<file path="src/rtl/i2c_sensor_target_if.sv">
// I2C bus-side signals of the sensor target: open-drain SDA is modelled as a
// pull-low enable, SCL/SDA are the raw (unsynchronized) line levels.
interface i2c_sensor_target_if;
  logic scl_i;
  logic sda_i;
  logic sda_oe;

  modport master (output scl_i, output sda_i, input sda_oe);
  modport slave  (input scl_i, input sda_i, output sda_oe);
endinterface

</file>
<file path="src/rtl/i2c_sensor_target.sv">
// I2C target exposing a 16-bit config register and five read-only colour/IR
// channels through an auto-incrementing 8-bit register pointer.
module i2c_sensor_target #(
  parameter logic [6:0] I2C_ADDR    = 7'h29,
  parameter int         SYNC_STAGES = 2
) (
  input  logic                  clk,
  input  logic                  rst,
  i2c_sensor_target_if.slave    bus,
  input  logic [15:0]           ch_clear,
  input  logic [15:0]           ch_red,
  input  logic [15:0]           ch_green,
  input  logic [15:0]           ch_blue,
  input  logic [15:0]           ch_ir,
  output logic [15:0]           cfg_reg,
  output logic                  busy
);

  typedef enum logic [2:0] {
    IDLE, ADDR, ADDR_ACK, WR_BYTE, WR_ACK, RD_BYTE, RD_ACK, WAIT_STOP
  } state_t;

  logic [SYNC_STAGES-1:0] scl_sync, sda_sync;
  logic scl_s, sda_s, scl_d, sda_d;
  logic scl_rise, scl_fall, start_det, stop_det;

  state_t      state, state_n;
  logic [3:0]  bit_cnt, bit_cnt_n;
  logic [7:0]  shreg, shreg_n;
  logic [7:0]  pointer, pointer_n;
  logic        byte_sel, byte_sel_n;
  logic        have_ptr, have_ptr_n;
  logic [7:0]  lsb_buf, lsb_buf_n;
  logic [15:0] snap, snap_n;
  logic [15:0] cfg_n;
  logic        sda_oe_q, sda_oe_n;
  logic        busy_q, busy_n;
  logic [15:0] reg_val;
  logic [7:0]  tx_byte;
  logic [2:0]  tx_idx;
  logic        rd_first_bit;

  // Synchronizers idle at 1 so reset release never looks like a START/STOP
  always_ff @(posedge clk or posedge rst) begin
    if (rst) begin
      scl_sync <= '1;
      sda_sync <= '1;
      scl_d    <= 1'b1;
      sda_d    <= 1'b1;
    end else begin
      scl_sync <= {scl_sync[SYNC_STAGES-2:0], bus.scl_i};
      sda_sync <= {sda_sync[SYNC_STAGES-2:0], bus.sda_i};
      scl_d    <= scl_s;
      sda_d    <= sda_s;
    end
  end

  assign scl_s     = scl_sync[SYNC_STAGES-1];
  assign sda_s     = sda_sync[SYNC_STAGES-1];
  assign scl_rise  = scl_s & ~scl_d;
  assign scl_fall  = ~scl_s & scl_d;
  assign start_det = scl_s & scl_d & sda_d & ~sda_s;
  assign stop_det  = scl_s & scl_d & ~sda_d & sda_s;

  always_comb begin
    reg_val = 16'h0000;
    case (pointer)
      8'h00:   reg_val = cfg_reg;
      8'h01:   reg_val = ch_clear;
      8'h02:   reg_val = ch_red;
      8'h03:   reg_val = ch_green;
      8'h04:   reg_val = ch_blue;
      8'h05:   reg_val = ch_ir;
      default: reg_val = 16'h0000;
    endcase
  end

  // The first bit of a read byte comes from a fresh snapshot on the LSB byte
  assign tx_byte      = byte_sel ? snap[15:8] : snap[7:0];
  assign tx_idx       = 3'd7 - bit_cnt[2:0];
  assign rd_first_bit = byte_sel ? snap[15] : reg_val[7];

  always_ff @(posedge clk or posedge rst) begin
    if (rst) begin
      state    <= IDLE;
      bit_cnt  <= 4'd0;
      shreg    <= 8'h00;
      pointer  <= 8'h00;
      byte_sel <= 1'b0;
      have_ptr <= 1'b0;
      lsb_buf  <= 8'h00;
      snap     <= 16'h0000;
      cfg_reg  <= 16'h0000;
      sda_oe_q <= 1'b0;
      busy_q   <= 1'b0;
    end else begin
      state    <= state_n;
      bit_cnt  <= bit_cnt_n;
      shreg    <= shreg_n;
      pointer  <= pointer_n;
      byte_sel <= byte_sel_n;
      have_ptr <= have_ptr_n;
      lsb_buf  <= lsb_buf_n;
      snap     <= snap_n;
      cfg_reg  <= cfg_n;
      sda_oe_q <= sda_oe_n;
      busy_q   <= busy_n;
    end
  end

  always_comb begin
    state_n    = state;
    bit_cnt_n  = bit_cnt;
    shreg_n    = shreg;
    pointer_n  = pointer;
    byte_sel_n = byte_sel;
    have_ptr_n = have_ptr;
    lsb_buf_n  = lsb_buf;
    snap_n     = snap;
    cfg_n      = cfg_reg;
    sda_oe_n   = sda_oe_q;
    busy_n     = busy_q;

    case (state)
      IDLE: ;
      ADDR: begin
        if (scl_rise) begin
          shreg_n   = {shreg[6:0], sda_s};
          bit_cnt_n = bit_cnt + 4'd1;
        end else if (scl_fall && bit_cnt == 4'd8) begin
          if (shreg[7:1] == I2C_ADDR) begin
            state_n  = ADDR_ACK;
            sda_oe_n = 1'b1;
            busy_n   = 1'b1;
          end else begin
            state_n  = WAIT_STOP;
            busy_n   = 1'b0;
          end
        end
      end
      ADDR_ACK: begin
        if (scl_fall) begin
          bit_cnt_n = 4'd0;
          if (shreg[0]) begin
            state_n  = RD_BYTE;
            if (!byte_sel) snap_n = reg_val;
            sda_oe_n = ~rd_first_bit;
          end else begin
            state_n    = WR_BYTE;
            sda_oe_n   = 1'b0;
            have_ptr_n = 1'b0;
          end
        end
      end
      WR_BYTE: begin
        if (scl_rise) begin
          shreg_n   = {shreg[6:0], sda_s};
          bit_cnt_n = bit_cnt + 4'd1;
        end else if (scl_fall && bit_cnt == 4'd8) begin
          state_n  = WR_ACK;
          sda_oe_n = 1'b1;
          if (!have_ptr) begin
            pointer_n  = shreg;
            have_ptr_n = 1'b1;
          end else if (!byte_sel) begin
            lsb_buf_n  = shreg;
            byte_sel_n = 1'b1;
          end else begin
            if (pointer == 8'h00) cfg_n = {shreg, lsb_buf};
            pointer_n  = pointer + 8'd1;
            byte_sel_n = 1'b0;
          end
        end
      end
      WR_ACK: begin
        if (scl_fall) begin
          state_n   = WR_BYTE;
          sda_oe_n  = 1'b0;
          bit_cnt_n = 4'd0;
        end
      end
      RD_BYTE: begin
        if (scl_rise) begin
          bit_cnt_n = bit_cnt + 4'd1;
        end else if (scl_fall) begin
          if (bit_cnt == 4'd8) begin
            state_n  = RD_ACK;
            sda_oe_n = 1'b0;
            if (byte_sel) begin
              pointer_n  = pointer + 8'd1;
              byte_sel_n = 1'b0;
            end else begin
              byte_sel_n = 1'b1;
            end
          end else begin
            sda_oe_n = ~tx_byte[tx_idx];
          end
        end
      end
      RD_ACK: begin
        sda_oe_n = 1'b0;
        if (scl_rise && sda_s) begin
          state_n = WAIT_STOP;
        end else if (scl_fall) begin
          state_n   = RD_BYTE;
          bit_cnt_n = 4'd0;
          if (!byte_sel) snap_n = reg_val;
          sda_oe_n  = ~rd_first_bit;
        end
      end
      WAIT_STOP: sda_oe_n = 1'b0;
      default:   state_n  = IDLE;
    endcase

    // Bus conditions override whatever the byte machinery decided
    if (start_det) begin
      state_n    = ADDR;
      bit_cnt_n  = 4'd0;
      sda_oe_n   = 1'b0;
      byte_sel_n = 1'b0;
    end else if (stop_det) begin
      state_n    = IDLE;
      bit_cnt_n  = 4'd0;
      sda_oe_n   = 1'b0;
      byte_sel_n = 1'b0;
      busy_n     = 1'b0;
    end
  end

  assign bus.sda_oe = sda_oe_q;
  assign busy       = busy_q;

endmodule

</file>
<file path="src/flat_wrapper.sv">
// flat-port wrapper written by rule: the top's interface ports become plain ports
module i2c_sensor_target_flat 
#(
  parameter logic [6:0] I2C_ADDR    = 7'h29,
  parameter int         SYNC_STAGES = 2
)
  (clk, rst, ch_clear, ch_red, ch_green, ch_blue, ch_ir, cfg_reg, busy, bus_scl_i, bus_sda_i, bus_sda_oe);
  i2c_sensor_target_if bus_i ();
  input  logic clk;
  input  logic rst;
  input  logic [15:0] ch_clear;
  input  logic [15:0] ch_red;
  input  logic [15:0] ch_green;
  input  logic [15:0] ch_blue;
  input  logic [15:0] ch_ir;
  output logic [15:0] cfg_reg;
  output logic busy;
  input wire logic [$bits(bus_i.scl_i)-1:0] bus_scl_i;
  input wire logic [$bits(bus_i.sda_i)-1:0] bus_sda_i;
  output wire logic [$bits(bus_i.sda_oe)-1:0] bus_sda_oe;
  assign bus_i.scl_i = bus_scl_i;
  assign bus_i.sda_i = bus_sda_i;
  assign bus_sda_oe = bus_i.sda_oe;
  i2c_sensor_target #(.I2C_ADDR(I2C_ADDR), .SYNC_STAGES(SYNC_STAGES)) u_core (.clk(clk), .rst(rst), .bus(bus_i), .ch_clear(ch_clear), .ch_red(ch_red), .ch_green(ch_green), .ch_blue(ch_blue), .ch_ir(ch_ir), .cfg_reg(cfg_reg), .busy(busy));
endmodule
</file>
<file path="config.mk">
export PLATFORM = sky130hd
export DESIGN_NAME = i2c_sensor_target_flat
export DESIGN_NICKNAME = d
export VERILOG_FILES = /design/src/rtl/i2c_sensor_target_if.sv /design/src/rtl/i2c_sensor_target.sv /design/src/flat_wrapper.sv
export SDC_FILE = /design/constraint.sdc
export NUM_CORES = 1
export LEC_CHECK = 0
export CORE_AREA = 4 4 93 95
export DETAILED_ROUTE_END_ITERATION = 7
export DIE_AREA = 0 0 97 99
export MAX_ROUTING_LAYER = met4
export PLACE_DENSITY_LB_ADDON = 0.1
export SKIP_CTS_REPAIR_TIMING = 1
export SYNTH_ARGS = -nofsm -noshare
export SYNTH_HDL_FRONTEND = slang
export SYNTH_SLANG_ARGS = --single-unit
</file>
<file path="constraint.sdc">
create_clock -name clk -period 6.22 [get_ports clk]
set_input_delay 0.622 -clock clk [delete_from_list [all_inputs] [get_ports clk]]
set_output_delay 0.622 -clock clk [all_outputs]
set_load 0.01 [all_outputs]
</file>
==> impl_metrics.env <==
export IMPL_outcome="complete, but fails checks"
export IMPL_violations="DRC"
export IMPL_highest_layer="met4"
export IMPL_hp_class="reg -> reg"
export IMPL_clockBufferDepth=2
export IMPL_synthCells=415
export IMPL_holdPathStages=0
export IMPL_htreeDepth=3
export IMPL_insertion_delay_ns=0.36
export IMPL_syn_nets=505
export IMPL_die_w_um=97
export IMPL_cts_num_sinks=73
export IMPL_slowest_delay_ns=0.91
export IMPL_avgSynthCellArea_um2=9.77
export IMPL_crit_arrival_ns=3.14
export IMPL_drt_initial_drc_count=303
export IMPL_overflow=0
export IMPL_setup_viol=0
export IMPL_path_depth=7
export IMPL_cts_buffers=9
export IMPL_cp_end_kind="flop"
export IMPL_timing_worst_setup_path_type="reg -> reg"
export IMPL_required_ns=6.45
export IMPL_dr_wl_met3_um=631
export IMPL_cp_start_kind="flop"
export IMPL_path_clk_slew_ns=0.08
export IMPL_gp_congestion=0.923
export IMPL_antenna_cells=0
export IMPL_fin_worst_skew_ns=0.0134
export IMPL_vias_per_cell=6.17
export IMPL_io_pins=102
export IMPL_slew_violations=0
export IMPL_coreArea_um2=7730
export IMPL_die_area_um2=9600
export IMPL_min_period_ns=2.91
export IMPL_dr_wl_met2_mm=5.82
export IMPL_grt_pass1_vias=3680
export IMPL_slew_headroom=0.209
export IMPL_drive_above_1_share=0.135
export IMPL_ys_warnings_count=0
export IMPL_tns_ns=0
export IMPL_cp_slowest_cell="nor4_4"
export IMPL_hold_violations=0
export IMPL_cpLargestDelayFamily="simple AND/OR/NAND/NOR gates"
export IMPL_async_flop_share=1.00
export IMPL_path_cells="inv_1 > ha_1 > and3b_1 > and3_1 > nand3_2 > nor4_4 > mux2_2"
export IMPL_yosysSeqAreaShare=0.452
export IMPL_post_route_period_util=0.467
export IMPL_clock_root_buffer="clkbuf_8"
export IMPL_routed_wl_mm=12.1
export IMPL_crit_path_max_fanout=16
export IMPL_synth_edf_count=0
export IMPL_antenna_left=0
export IMPL_die_h_um=99
export IMPL_worst_pin_slew_ns=1.19
export IMPL_pwr_share_seq=0.473
export IMPL_fmax_mhz=344
export IMPL_nNetsFinal=590
export IMPL_grtUsageTotal=0.259
export IMPL_power_frac_clock=0.312
export IMPL_grt_antenna_before_repair=0
export IMPL_power_internal_mw=0.919
export IMPL_dr_pass1_iters=8
export IMPL_switchingPower_mw=0.435
export IMPL_dpl_hpwl_mm=8.81
export IMPL_reg2reg_depth=7
export IMPL_path_buf_inv=1
export IMPL_drc=2
export IMPL_cap_viol_max_count=0
export IMPL_wl_met1_mm=5.35
export IMPL_yosys_register_bits=73
export IMPL_total_power_mw=1.35
export IMPL_std_cell_rows=32
export IMPL_switching_share=0.322
export IMPL_synth_cell_type_count=57
export IMPL_detail_route_wl_per_cell_um=19.9
export IMPL_start_util=0.525
export IMPL_yosys_most_used_dff="dfrtp_1"
export IMPL_num_vias=3748
export IMPL_numPortBuffers=101
export IMPL_powerDensity_nw_per_um2=255
export IMPL_cts_tree="built"
export IMPL_grt_pass1_wl_mm=19.3
export IMPL_vdd_drop_max_uv=244
export IMPL_rsz0062_at_grt="false"
export IMPL_syn_to_final_growth_pct=31.1
export IMPL_syn_cell_area_um2=4060
export IMPL_p_leak_nw=2.29
export IMPL_grt_max_degree=74
export IMPL_p_comb_frac=0.215
==> routing by layer <==
metal,GRT usage,vias to the layer above
met5,-,-
met4,0.0821,0
met3,0.0474,25
met2,0.409,153
met1,0.341,1844
li1,-,1726
==> cell type report <==
cell class,count,area (um^2)
tap,102,128
inverter,9,33.8
sequential,73,1830
multi-input combinational,303,2060
timing repair buffer,104,1030
fill,589,2410
clock inverter,7,101
clock buffer,9,124
==> cell families after synthesis <==
kind of cell    share of synthesized area
compound gates                      0.228
simple gates                        0.137
flops                               0.452
mux                                 0.121
buf+inv                            0.0392
fa+ha+maj                          0.0185
xor+xnor                          0.00432
==> through the flow <==
step	worst slack, ns	std cells	hold WS (ns)	instance area [um^2]	utilization
3_5_place_dp	3.37	591	0.348	5090	0.659
4_1_cts	3.32	607	0.365	5320	0.688
5_1_grt	3.12	607	0.368	5320	0.688
3_3_place_gp	3.42	591	0.346	5090	0.659
2_1_floorplan	3.75	415	0.345	4060	-
6_report	3.31	607	0.368	5320	0.688
==> power by group through the flow <==
stage | clock network [mW] | logic [mW] | registers, mW
floorplan | 0 | 0.222 | 0.579
global placement | 0 | 0.281 | 0.642
CTS | 0.428 | 0.290 | 0.637
global route | 0.450 | 0.321 | 0.649
finish | 0.422 | 0.291 | 0.640
detailed placement | 0 | 0.288 | 0.646
==> layout by cell type, fill, tap and decap left out, types with 3 or more instances in the layout <==
master,Yosys,routed
clkdlybuf4s50_1,0,101
dfrtp_1,67,67
nand2_1,64,64
a21oi_1,43,43
mux2_2,33,33
o21ai_0,26,26
nor2_1,19,19
a22oi_1,19,19
a222oi_1,16,16
clkbuf_8,0,9
inv_1,9,8
ha_1,6,6
dfstp_2,6,6
nand3_1,5,5
and3_1,4,4
nor3_1,4,4
nand4_1,4,4
mux4_2,4,4
nor2b_1,3,3
nand2b_1,3,3
o22ai_1,3,3
a2bb2oi_1,3,3
a32o_1,3,3
mux2i_1,3,3
buf_4,1,3
==> worst register-to-register path: stages (launching register included) <==
cell	delay (ns)
dfrtp_1	0.51
inv_1	0.11
ha_1	0.17
and3b_1	0.21
and3_1	0.30
nand3_2	0.16
nor4_4	0.91
mux2_2	0.42
==> worst paths after layout <==
kind	start	endpoint	slack, ns
max in group asynchronous	rst	u_core.snap[14]	4.76
worst min-delay path	u_core.scl_sync[0]	u_core.scl_sync[1]	0.37
min in group asynchronous	rst	u_core.shreg[2]	0.85
worst max-delay path	u_core.bit_cnt[1]	u_core.cfg_reg[5]	3.31
worst max register to register	u_core.bit_cnt[1]	u_core.cfg_reg[5]	3.31
worst min register to register	u_core.scl_sync[0]	u_core.scl_sync[1]	0.37
==> cells in the mapped netlist, types with 3 or more instances <==
master     instances  share of area
ha_1               6          0.019
dfstp_2            6          0.039
nor2_1            19          0.018
a22oi_1           19          0.035
nand2b_1           3         0.0046
nor3_1             4         0.0049
mux2_2            33          0.092
nand2_1           64          0.059
o22ai_1            3         0.0046
nor2b_1            3         0.0046
mux2i_1            3         0.0074
dfrtp_1           67           0.41
a222oi_1          16          0.039
nand4_1            4         0.0062
nand3_1            5         0.0062
clkbuf_1          25          0.023
inv_1              9         0.0083
mux4_2             4          0.022
a21oi_1           43          0.053
a2bb2oi_1          3         0.0065
and3_1             4         0.0062
o21ai_0           26          0.032
a32o_1             3         0.0074
Power figures use the tool's default switching activity.
==> variant 1, RTL diff (config.mk and constraints unchanged) <==
Re-encode `state_t` (8 states) as one-hot, 8 bits wide.
--- a/src/rtl/i2c_sensor_target.sv
+++ b/src/rtl/i2c_sensor_target.sv
@@ -16,8 +16,8 @@
   output logic                  busy
 );
 
-  typedef enum logic [2:0] {
-    IDLE, ADDR, ADDR_ACK, WR_BYTE, WR_ACK, RD_BYTE, RD_ACK, WAIT_STOP
+  typedef enum logic [7:0] {
+    IDLE = 8'b00000001, ADDR = 8'b00000010, ADDR_ACK = 8'b00000100, WR_BYTE = 8'b00001000, WR_ACK = 8'b00010000, RD_BYTE = 8'b00100000, RD_ACK = 8'b01000000, WAIT_STOP = 8'b10000000
   } state_t;
 
   logic [SYNC_STAGES-1:0] scl_sync, sda_sync;
Check against the original RTL: same outputs for any inputs over 10 cycles, from zero or initial values and one cycle with rst high; not proved beyond that.
==> variant 1 against the unedited design <==
- non-clock buffer count decreased by 2
- worst setup slack improved by 0.14 ns
- design area increased by 6.4%
- power decreased by 13%
- sequential cell count increased by 5
- synthesized area increased by 8.8%
- clock skew decreased by 0.0057 ns
- final cell count increased by 2.6%
- clock power increased by 5%
- critical path depth decreased by 1
- first-iteration DRC count decreased by 22%
- wire length increased by 8.7%
- critical path type unchanged
==> variant 1: results (changes against the unedited design) <==
metric;value;unit;change
DR WL/cell;21.0;um;was 19.9 um
Worst Skew;0.00779;ns;was 0.0134 ns
Yosys cell types;70;;was 57
outcome;completed;;was finished, violations left
Met2 Routed Length;6510;um;was 5820 um
Final HPWL DP;9660;um;was 8810 um
fillers;568;;was 589
final antenna diode count;0;;unchanged
Logic inverters;11;;was 9
Mapped Cells;430;;was 415
non-filler cells, final;623;;was 607
Non-clock buffer share;0.180;;was 0.194
pin count of the biggest net entering global routing;79;;was 74
post-synthesis cell area;4410;um2;was 4060 um2
TritonRoute pass-1 iters;5;;was 8
GRT Total Usage;0.283;;was 0.259
multi-input logic cell count;314;;was 303
crit-path max FO;32;;was 16
post-DR vias/cell;6.23;;was 6.17
Pleak;0.00232;uW;was 0.00229 uW
CLK BUF;10;;was 9
met3 wire len;725;um;was 631 um
met1 wire length;5670;um;was 5350 um
ranking of synthesized cells by area;dfrtp_1 (40%), mux2_1 (5.1%), mux2_2 (4.3%);;was dfrtp_1 (41%), mux2_2 (9.2%), nand2_1 (5.9%)
nets;606;;was 590
DR iter-0 viols;237;;was 303
initial antenna violation count;0;;unchanged
nonclk buf count;102;;was 104
Finished Cell Area;5660;um2;was 5320 um2
Seq/Total Area, Yosys;0.444;;was 0.452
register bit count reported by yosys;78;;was 73
Post-Synth Adder-Cell Area;0.0170;;was 0.0185
Synth Area in Compound Gates;0.211;;was 0.228
Worst EP arrival;3.04;ns;was 3.14 ns
Syn Nets;520;;was 505
maximum vdd drop;0.000162;V;was 0.000244 V
Worst-Margin Slew;1.16;ns;was 1.19 ns
Cell Area, Placed;5430;um2;was 5090 um2
XOR/XNOR share of the synthesized area;0.00992;;was 0.00432
vias in the first global route;3881;;was 3680
first-pass GRT wire length;20900;um;was 19300 um
post-synthesis mux area share;0.109;;was 0.121
share of layout cells above drive strength 1;0.113;;was 0.135
clk root buf;clkbuf_8;;unchanged
Synth top cells by count;dfrtp_1 (71), nor2_1 (38), nand2_1 (21), o21ai_0 (21);;was dfrtp_1 (67), nand2_1 (64), a21oi_1 (43), mux2_2 (33), o21ai_0 (26)
worst slack at placement;3.51;ns;was 3.37 ns
RePlAce Congestion;0.980;;was 0.923
Final clock-cell share;0.0409;;was 0.0424
GR Util met3;0.0467;;was 0.0474
Seq area share;0.346;;was 0.345
met2 Use GR;0.454;;was 0.409
[variant 1: changes by cell type after synthesis, moves of 16 or more]
cell      unedited run  this run
a21oi_1             43        20
a222oi_1            16         0
a31oi_1              1        18
clkbuf_1            25         6
mux2_1               0        20
mux2_2              33        17
nand2_1             64        21
nor2_1              19        38
[variant 1: cells by family (layout without fill, tap and decap cells)]
group	count (synthesis)	count (layout)
AND/OR/NAND/NOR	130	130
adder cells (fa/ha/maj)	6	6
AO/OA/AOI/OAI	132	132
buffers and inverters	38	129
multiplexers	41	41
XOR/XNOR	5	5
flip-flops	78	78
[variant 1: path summary, 6_finish.rpt]
| kind | to | cells past startpoint | slack [ns] | from |
|---|---|---|---|---|
| min in group asynchronous | u_core.bit_cnt[1]$_DFFE_PP0P_ | 3 | 0.89 | rst |
| setup / recovery | u_core.snap[11]$_DFFE_PP0P_ | 6 | 3.45 | u_core.state[1]$_DFFE_PP0P_ |
| hold reg to reg | u_core.sda_sync[1]$_DFF_PP1_ | 0 | 0.36 | u_core.sda_sync[0]$_DFF_PP1_ |
| hold / removal | u_core.sda_sync[1]$_DFF_PP1_ | 0 | 0.36 | u_core.sda_sync[0]$_DFF_PP1_ |
| max in group asynchronous | u_core.cfg_reg[3]$_DFFE_PP0P_ | 3 | 4.71 | rst |
| setup reg to reg | u_core.snap[11]$_DFFE_PP0P_ | 6 | 3.45 | u_core.state[1]$_DFFE_PP0P_ |
[variant 1: worst max-delay path, cell delays in order, from the launching register on]
cell and delay [ns]:
dfrtp_1 0.49, nor4_4 0.48, and2_1 0.21, nand3_1 0.15, a211oi_4 1.01, nor2_1 0.12, a31oi_1 0.21
[variant 1: report_power, final]
part | switching [uW] | internal (uW)
Combinational | 77.1 | 97.5
Sequential | 32.3 | 525
Clock | 202 | 240
Total | 311 | 862
==> variant 2, RTL diff (same flow settings) <==
Without the edit above. `SYNC_STAGES` is set to 2 in 2 places; all go to 4.
--- a/src/rtl/i2c_sensor_target.sv
+++ b/src/rtl/i2c_sensor_target.sv
@@ -2,7 +2,7 @@
 // channels through an auto-incrementing 8-bit register pointer.
 module i2c_sensor_target #(
   parameter logic [6:0] I2C_ADDR    = 7'h29,
-  parameter int         SYNC_STAGES = 2
+  parameter int         SYNC_STAGES = 4
 ) (
   input  logic                  clk,
   input  logic                  rst,
--- a/src/flat_wrapper.sv
+++ b/src/flat_wrapper.sv
@@ -2,7 +2,7 @@
 module i2c_sensor_target_flat 
 #(
   parameter logic [6:0] I2C_ADDR    = 7'h29,
-  parameter int         SYNC_STAGES = 2
+  parameter int         SYNC_STAGES = 4
 )
   (clk, rst, ch_clear, ch_red, ch_green, ch_blue, ch_ir, cfg_reg, busy, bus_scl_i, bus_sda_i, bus_sda_oe);
   i2c_sensor_target_if bus_i ();
Behaviour: no difference found for any inputs over 10 cycles, from zero or initial values and one cycle with rst high; that may be too few to reach the edited logic, so the function may still have changed.
==> variant 2 against the unedited design <==
- first-iteration DRC count fell by 29%
- power rose by 16%
- sequential cell count rose by 4
- synthesized area rose by 3.9%
- utilization rose by 2.0 points
- via count fell by 2.2%
- design area rose by 2.9%
- fmax rose by 3.5%
- sequential share of layout area rose by 0.95 points
- worst setup slack improved by 0.099 ns
- wire length barely moved
- clock power rose by 7.8%
- hold slack got worse by 0.012 ns
- critical path type unchanged
- largest power group unchanged
- highest routed layer unchanged
==> variant 2: results (changes against the unedited design) <==
metric;value;unit;change
outcome;completed;;was finished, violations left
setup slack, reg-to-reg;3.41;ns;was 3.31 ns
worst r2r src;u_core.bit_cnt[0]$_DFFE_PP0P_;;was u_core.bit_cnt[1]$_DFFE_PP0P_
fillers;601;;was 589
Cell Area, Placed;5230;um2;was 5090 um2
hold depth;0;;unchanged
Hold WC Path Type;register to register;;unchanged
DR iter-0 viols;214;;was 303
Seq/Total Area, Yosys;0.460;;was 0.452
worst slack at placement;3.47;ns;was 3.37 ns
pin count of the biggest net entering global routing;78;;was 74
ranking of synthesized cells by area;dfrtp_1 (40%), mux2_2 (6.4%), dfstp_2 (6.2%);;was dfrtp_1 (41%), mux2_2 (9.2%), nand2_1 (5.9%)
Max Buffers Root-to-Sink;2;;unchanged
H-tree depth;3;;unchanged
GRT Total Usage;0.264;;was 0.259
Setup CP Type;register to register;;unchanged
crit-path max FO;15;;was 16
non-filler cells, final;599;;was 607
first-pass GRT wire length;19400;um;was 19300 um
initial antenna violation count;0;;unchanged
maximum vdd drop;0.000218;V;was 0.000244 V
CP Capture Point;u_core.pointer[7]$_DFFE_PP0P_;;was u_core.cfg_reg[5]$_DFFE_PP0P_
async set-reset flop share out of synthesis;1.00;;unchanged
worst hold margin;0.356;ns;was 0.368 ns
Synth top cells by count;dfrtp_1 (67), nand2_1 (44), a21oi_1 (34), a22oi_1 (26);;was dfrtp_1 (67), nand2_1 (64), a21oi_1 (43), mux2_2 (33), o21ai_0 (26)
max_slew headroom;0.316;;was 0.209
worst reg2reg path depth;7;;unchanged
clk root buf;clkbuf_8;;unchanged
Final HPWL DP;8590;um;was 8810 um
nets;582;;was 590
Synth warnings;0;;unchanged
RePlAce Congestion;0.947;;was 0.923
Min-Delay Endpoint;u_core.sda_sync[1]$_DFF_PP1_;;was u_core.scl_sync[1]$_DFF_PP1_
Syn Area/Cell;10.3;um2;was 9.77 um2
Yosys cell types;57;;unchanged
area added between synthesis and finish;29.8;%;was 31.1%
CTS Buf Count;9;;unchanged
Peak Freq;356;MHz;was 344 MHz
post-DR vias/cell;6.12;;was 6.17
TritonRoute pass-1 iters;5;;was 8
Worst EP arrival;3.05;ns;was 3.14 ns
vias in the first global route;3711;;was 3680
Pleak;0.00229;uW;about the same
Worst Skew;0.0119;ns;was 0.0134 ns
Clock Pin Slew Worst Setup and Hold Paths;0.08;ns;about the same
Syn Nets;500;;was 505
final antenna diode count;0;;unchanged
hold_sp;u_core.sda_sync[0]$_DFF_PP1_;;was u_core.scl_sync[0]$_DFF_PP1_
Clk Latency, worst-skew pair;0.36;ns;about the same
DR WL/cell;20.1;um;was 19.9 um
Buffers on Ports;101;;unchanged
share of layout cells above drive strength 1;0.151;;was 0.135
-- variant 2: cell count changes after synthesis, moves of 4 or more --
cell      before  now
a211oi_1       2    6
a21oi_1       43   34
a221oi_1       0    9
a222oi_1      16    7
a22oi_1       19   26
dfstp_2        6   10
mux2_2        33   24
mux2_4         0   10
nand2_1       64   44
nand2b_1       3    7
o21ai_0       26   21
o31ai_1        0   12
-- variant 2: cell families after synthesis --
group	synth area share
AO/OA/AOI/OAI	0.226
XOR/XNOR	0.00416
adder cells (fa/ha/maj)	0.0178
buffers and inverters	0.0371
flip-flops	0.460
multiplexers	0.123
AND/OR/NAND/NOR	0.132
-- variant 2: cell type report --
class | count | area share
clock inverters | 6 | 0.0204
clock buffers | 10 | 0.0233
flip-flops and latches | 77 | 0.354
multi-input cells | 295 | 0.388
inverters | 7 | 0.00480
repair buffers | 102 | 0.186
well taps | 102 | 0.0233
-- variant 2: report_power, final --
group / switching (uW) / leakage (uW) / internal, uW / total, uW
logic: 190 / 0.00119 / 210 / 400
clock network: 188 / 0.000116 / 267 / 455
registers: 127 / 0.000987 / 592 / 719
-- variant 2: critical path: stages, from the launching register on --
cell and delay [ns]:
dfrtp_1 0.47, inv_1 0.13, ha_1 0.17, nand2_1 0.08
or4_4 0.53, a21oi_1 0.81, o21ai_0 0.22, a22o_1 0.28
-- variant 2: routing by layer --
metal / vias to the layer above / GRT usage / routed length (um) / part of all wire
met2: 120 / 0.430 / 6050 / 0.50
met5: - / - / 0 / 0
met1: 1825 / 0.344 / 5280 / 0.44
met4: 0 / 0.0616 / 131 / 0.011
met3: 11 / 0.0502 / 598 / 0.050
li1: 1710 / - / - / -
